<file path="config.mk">
export PLATFORM = sky130hd
export DESIGN_NAME = div_sequencer
export DESIGN_NICKNAME = d
export VERILOG_FILES = /design/src/rtl/div_pkg.sv /design/src/rtl/div_sequencer_subtractor.sv /design/src/rtl/div_sequencer.sv
export SDC_FILE = /design/constraint.sdc
export NUM_CORES = 1
export LEC_CHECK = 0
export CORE_MARGIN = 2
export CORE_UTILIZATION = 26
export DETAILED_ROUTE_END_ITERATION = 10
export PLACE_DENSITY = 0.5
export SLEW_MARGIN = 25
export SYNTH_ARGS = -nofsm -noshare
export SYNTH_HDL_FRONTEND = slang
export SYNTH_SLANG_ARGS = --single-unit
</file>
<file path="constraint.sdc">
create_clock -name clk -period 10.7 [get_ports clk]
set_input_delay 1.07 -clock clk [delete_from_list [all_inputs] [get_ports clk]]
set_output_delay 1.07 -clock clk [all_outputs]
set_load 0.01 [all_outputs]
</file>
<file path="src/rtl/div_pkg.sv">
// Shared types and constants for the multi-cycle DIV/DIVU sequencer.
// Imported by the sequencer top and the step subtractor.
package div_pkg;

    localparam int DIV_WIDTH = 32;
    localparam int DIV_STEPS = 32;
    localparam logic [DIV_WIDTH-1:0] DIV_ZERO_QUOT = 32'hFFFF_FFFF;

    typedef enum logic [1:0] {
        DIV_IDLE,
        DIV_CALC,
        DIV_SIGN,
        DIV_DONE
    } div_state_t;

    // Two's complement negation, read back as an unsigned magnitude
    function automatic logic [DIV_WIDTH-1:0] div_neg(
        input logic [DIV_WIDTH-1:0] x
    );
        return {DIV_WIDTH{1'b0}} - x;
    endfunction

endpackage

</file>
<file path="src/rtl/div_sequencer_subtractor.sv">
// Borrow-chain subtractor: Result = X - Y - bin.
// CF is the borrow out, OF the signed overflow flag.
module Subtractor
    import div_pkg::*;
#(
    parameter int W = DIV_WIDTH
) (
    input  logic [W-1:0] X,
    input  logic [W-1:0] Y,
    input  logic         bin,
    output logic [W-1:0] Result,
    output logic         CF,
    output logic         OF
);

    logic [W:0] full;

    // One wide subtract; the top bit of the extended result is the borrow
    always_comb begin
        full   = {1'b0, X} - {1'b0, Y} - {{W{1'b0}}, bin};
        Result = full[W-1:0];
        CF     = full[W];
        OF     = (X[W-1] ^ Y[W-1]) & (X[W-1] ^ full[W-1]);
    end

endmodule

</file>
<file path="src/rtl/div_sequencer.sv">
// Multi-cycle restoring divider controller for MIPS DIV/DIVU.
// Remainder goes to HI, quotient to LO; one subtractor reused per step.
module div_sequencer
    import div_pkg::*;
#(
    parameter int WIDTH = DIV_WIDTH
) (
    input  logic             clk,
    input  logic             rst,
    input  logic             start,
    input  logic             is_signed,
    input  logic             abort,
    input  logic [WIDTH-1:0] dividend,
    input  logic [WIDTH-1:0] divisor,
    output logic             busy,
    output logic             done,
    output logic [WIDTH-1:0] quotient,
    output logic [WIDTH-1:0] remainder,
    output logic             div_zero
);

    div_state_t state;

    logic [DIV_WIDTH-1:0] r;
    logic [DIV_WIDTH-1:0] q;
    logic [DIV_WIDTH-1:0] dvs;
    logic [4:0]           cnt;
    logic                 sgn;
    logic                 neg_q;
    logic                 neg_r;

    logic [DIV_WIDTH-1:0] p;
    logic [DIV_WIDTH-1:0] d;
    logic                 cf;
    logic                 q_bit;
    logic                 of_unused;

    // Shift the next dividend bit into the partial remainder
    always_comb begin
        p     = {r[DIV_WIDTH-2:0], q[DIV_WIDTH-1]};
        q_bit = r[DIV_WIDTH-1] | ~cf;
    end

    Subtractor #(
        .W (DIV_WIDTH)
    ) u_sub (
        .X      (p),
        .Y      (dvs),
        .bin    (1'b0),
        .Result (d),
        .CF     (cf),
        .OF     (of_unused)
    );

    // Controller FSM with datapath registers and registered outputs
    always_ff @(posedge clk or posedge rst) begin
        if (rst) begin
            state     <= DIV_IDLE;
            r         <= '0;
            q         <= '0;
            dvs       <= '0;
            cnt       <= '0;
            sgn       <= 1'b0;
            neg_q     <= 1'b0;
            neg_r     <= 1'b0;
            busy      <= 1'b0;
            done      <= 1'b0;
            quotient  <= '0;
            remainder <= '0;
            div_zero  <= 1'b0;
        end else if (abort) begin
            state <= DIV_IDLE;
            busy  <= 1'b0;
            done  <= 1'b0;
        end else begin
            unique case (state)
                DIV_IDLE, DIV_DONE: begin
                    done  <= 1'b0;
                    state <= DIV_IDLE;
                    if (start) begin
                        div_zero <= 1'b0;
                        if (divisor == '0) begin
                            quotient  <= DIV_ZERO_QUOT;
                            remainder <= dividend;
                            div_zero  <= 1'b1;
                            done      <= 1'b1;
                            state     <= DIV_DONE;
                        end else begin
                            r     <= '0;
                            q     <= (is_signed && dividend[DIV_WIDTH-1])
                                     ? div_neg(dividend) : dividend;
                            dvs   <= (is_signed && divisor[DIV_WIDTH-1])
                                     ? div_neg(divisor) : divisor;
                            sgn   <= is_signed;
                            neg_q <= dividend[DIV_WIDTH-1]
                                     ^ divisor[DIV_WIDTH-1];
                            neg_r <= dividend[DIV_WIDTH-1];
                            cnt   <= '0;
                            busy  <= 1'b1;
                            state <= DIV_CALC;
                        end
                    end
                end
                DIV_CALC: begin
                    r   <= q_bit ? d : p;
                    q   <= {q[DIV_WIDTH-2:0], q_bit};
                    cnt <= cnt + 5'd1;
                    if (cnt == 5'(DIV_STEPS - 1))
                        state <= DIV_SIGN;
                end
                DIV_SIGN: begin
                    quotient  <= (sgn && neg_q) ? div_neg(q) : q;
                    remainder <= (sgn && neg_r) ? div_neg(r) : r;
                    busy      <= 1'b0;
                    done      <= 1'b1;
                    state     <= DIV_DONE;
                end
                default: state <= DIV_IDLE;
            endcase
        end
    end

endmodule

</file>
==> impl_results.md <==
* Mapped Nets at 1479
* EDFF count, synth at 0
* Worst vdd ir at 0.000106 V
* Largest family of logic cells by synthesized area: compound AO/OA/AOI/OAI gates
* Maximum clock rate at 0.208 GHz
* Num ports at 136
* Crit-path cells: clkdlybuf4s50_1, or4_4, nor4_1, nand4_1, o21bai_4, buf_4, o21a_2, buf_4, nor3_1, a221o_1
* CP endpoint kind: register
* Status: complete, no violations
* Slowest stage delay, CP at 0.61 ns
* Global Route Usage Sum at 14.7%
* Reg2reg start: q[31]$_DFFE_PP0P_
* Post-layout util at 31.8%
* Placeable Area at 44200 um^2
* Slew Limit Fails at 0
* Netlist cell types at 71
* Min-Delay Path Depth at 2
* Worst slew margin relative to its limit at 43.4%
* Hpwl dp at 25800 um
* Complex-gate fraction of the synthesized area at 23.1%
* Power per cell area at 222 nW/um^2
* Synth Area in Adders at 4.47%
* Final setup TNS at 0 ns
* Most Frequent Cell on Critical Path: buf_4
* Synthesized area at 11600 um^2
* Residual DRC at 0
* Yosys top cell area share at 37.2%
* R2R Setup Slk at 7.05 ns
* Vias in the first global route at 9634
* Die Ht at 216 um
* First-pass GRT wire length at 54500 um
* Post-synth top flop: dfrtp_1
* Placed Area at 13500 um^2
* Synthesized area per cell at 8.51 um^2
* Max Clock Skew at 0.0145 ns
* Post-CTS Hold Fix Bufs at 0
* Fin Hold WS at 0.480 ns
* Endpoints failing hold at 0
* Via-to-Cell Ratio at 4.84
* Post-Synth XOR/XNOR Area at 10.5%
* Reg2Reg Depth at 12
* Largest net degree at the start of global routing at 77
* CTS Buf Count at 17
* Post-Layout Inst Area at 14100 um^2
* Max_cap viols at 0
* Total vias in the final route at 9987
* Endpoints failing setup at 0
* Starting Density at 26.3%
* Clk_lat worst skew at 0.45 ns
* CTS Sinks at 173
* Leak at 5.65 nW
* # rows at 77
* CTS tree: yes
* Min Tclk post-route at 4.82 ns
* Htree depth at 4
* Mux contribution to synthesized area at 1.84%
* Synth async-reset ratio at 100%
* Longest Clk Path Bufs at 2
* Share of layout cells above drive strength 1 at 4.90%
* Initial antenna violation count at 2
* Root Driver: clkbuf_16
* Multi-input gate area at 6740 um^2
* Nets@finish at 1565
* Area growth from synthesis to layout at 20.7%
* Cells after Synth at 1369
* WP data required at 11.04 ns
* Drt total wl at 34000 um
* CP Class: input pin to register
* Antenna viol nets, final at 0
* Critical path startpoint category: input pin
* Leading area contributor after synthesis: dfrtp_1
* Crit path DAT at 5.16 ns
* Most frequent cells in the layout: dfrtp_1 (173), nand2_1 (136), clkdlybuf4s50_1 (135)
* Register Area at 4330 um^2
* Port bufs at 135
* Reg2reg end: r[30]$_DFFE_PP0P_
* Register area share after synthesis at 37.2%
* WL per Instance at 16.5 um
* Clock slew at reported path FFs at 0.08 ns
* CP Max Fanout at 76
* Worst slew pin tran at 0.849 ns
* CP max stage cell: buf_4
* Filler Cell Count at 4681
* Final RePlAce weighted congestion at 0.814
* DRT Pass-1 Iters at 5
* Synth warn at 0
* #FFs+latches synth at 173
* Fin crit share at 45.0%
* Die ar. at 46500 um^2
* RSZ-0062 raised after global routing: false
* Hold EP: dvs[18]$_DFFE_PP0P_
* Commonest non-fill, non-tap cell in the layout: dfrtp_1
* Worst hold path type: register to register
* Post-CTS Setup Bufs at 0
* Synth Area in Simple Gates at 17.7%
* Die span in x at 216 um
* Cells resized by post-CTS repair at 0
* Total congestion overflow at 0
* Synth top area cells: dfrtp_1 (37%), xor2_1 (5.6%), o21ai_0 (5.3%)
* DRT iter0 DRCs at 490
* Worst Hold Launch: dvs[18]$_DFFE_PP0P_
## sequential cells by signal, summed over array words and instances, names as in the netlist, 2 cells and up
name and flops:
dvs 32, q 32, quotient 32, r 32, remainder 32, cnt 5, state 2
## critical path, delay by kind of cell
kind / cells / cell delay, ns
AO/OA/AOI/OAI: 3 / 0.74
buffers and inverters: 3 / 1.61
AND/OR/NAND/NOR: 4 / 1.71
## Yosys cell counts (all sizes together) (9+ instances only)
cell type and instances:
xnor2 66, nor2 130, o311ai 13, o31ai 25, a221o 19, ha 40, or3 13, a31oi 36
a22oi 14, xor2 74, a21o 16, nor3 31, dfrtp 173, buf 30, inv 58, mux2i 18
and2 10, nand3b 9, o21ai 140, nor4 11, or4 13, nand2 137, nand2b 14, a211oi 9
clkbuf 49, nand3 31, a21oi 97, o41ai 9
## cells by family after synthesis
logic type      Yosys count
compound gates          427
flops                   173
fa+ha+maj                41
buf+inv                 137
mux                      21
simple gates            430
xor+xnor                140
## worst max-delay path by stage
stage | to | from | cells after the start | slack, ns
2_1_floorplan | busy$_DFFE_PP0P_ | rst | 1 | 4.94
3_5_place_dp | q[18]$_DFFE_PP0P_ | divisor[4] | 10 | 5.45
6_report | q[15]$_DFFE_PP0P_ | divisor[4] | 10 | 5.88
4_1_cts | q[18]$_DFFE_PP0P_ | divisor[4] | 10 | 5.95
3_3_place_gp | q[15]$_DFFE_PP0P_ | divisor[4] | 10 | 5.49
5_1_grt | q[18]$_DFFE_PP0P_ | divisor[4] | 10 | 5.73
## stage by stage
step                power (W)  setup slack (ns)  cells
global placement      0.00251              5.49   2028
finish                0.00312              5.88   2062
detailed placement    0.00253              5.45   2028
global route          0.00339              5.73   2062
floorplan             0.00203              4.94   1369
CTS                   0.00316              5.95   2060
## metal layers
layer	GRT usage, %	wire length, um	up-vias
li1	-	-	5102
met1	20.5	16700	4665
met2	23.7	15600	190
met3	2.38	1230	30
met4	3.75	513	0
met5	0	0	-
## layout make-up
cell class,instances,share of cell area (%)
Inverter,58,1.58
Sequential cell,173,30.8
Clock inverter,14,0.997
Multi-Input combinational cell,1059,48.0
Timing Repair Buffer,146,10.2
Antenna cell,2,0.0356
Tap cell,592,5.27
Clock buffer,18,3.12
## power by group
part           switching (W)  internal, W
Combinational       0.000819     0.000616
Clock               0.000305     0.000317
Sequential          0.000197     0.000869
Total                0.00132      0.00180
No activity file was read; power rests on OpenSTA's default activity.
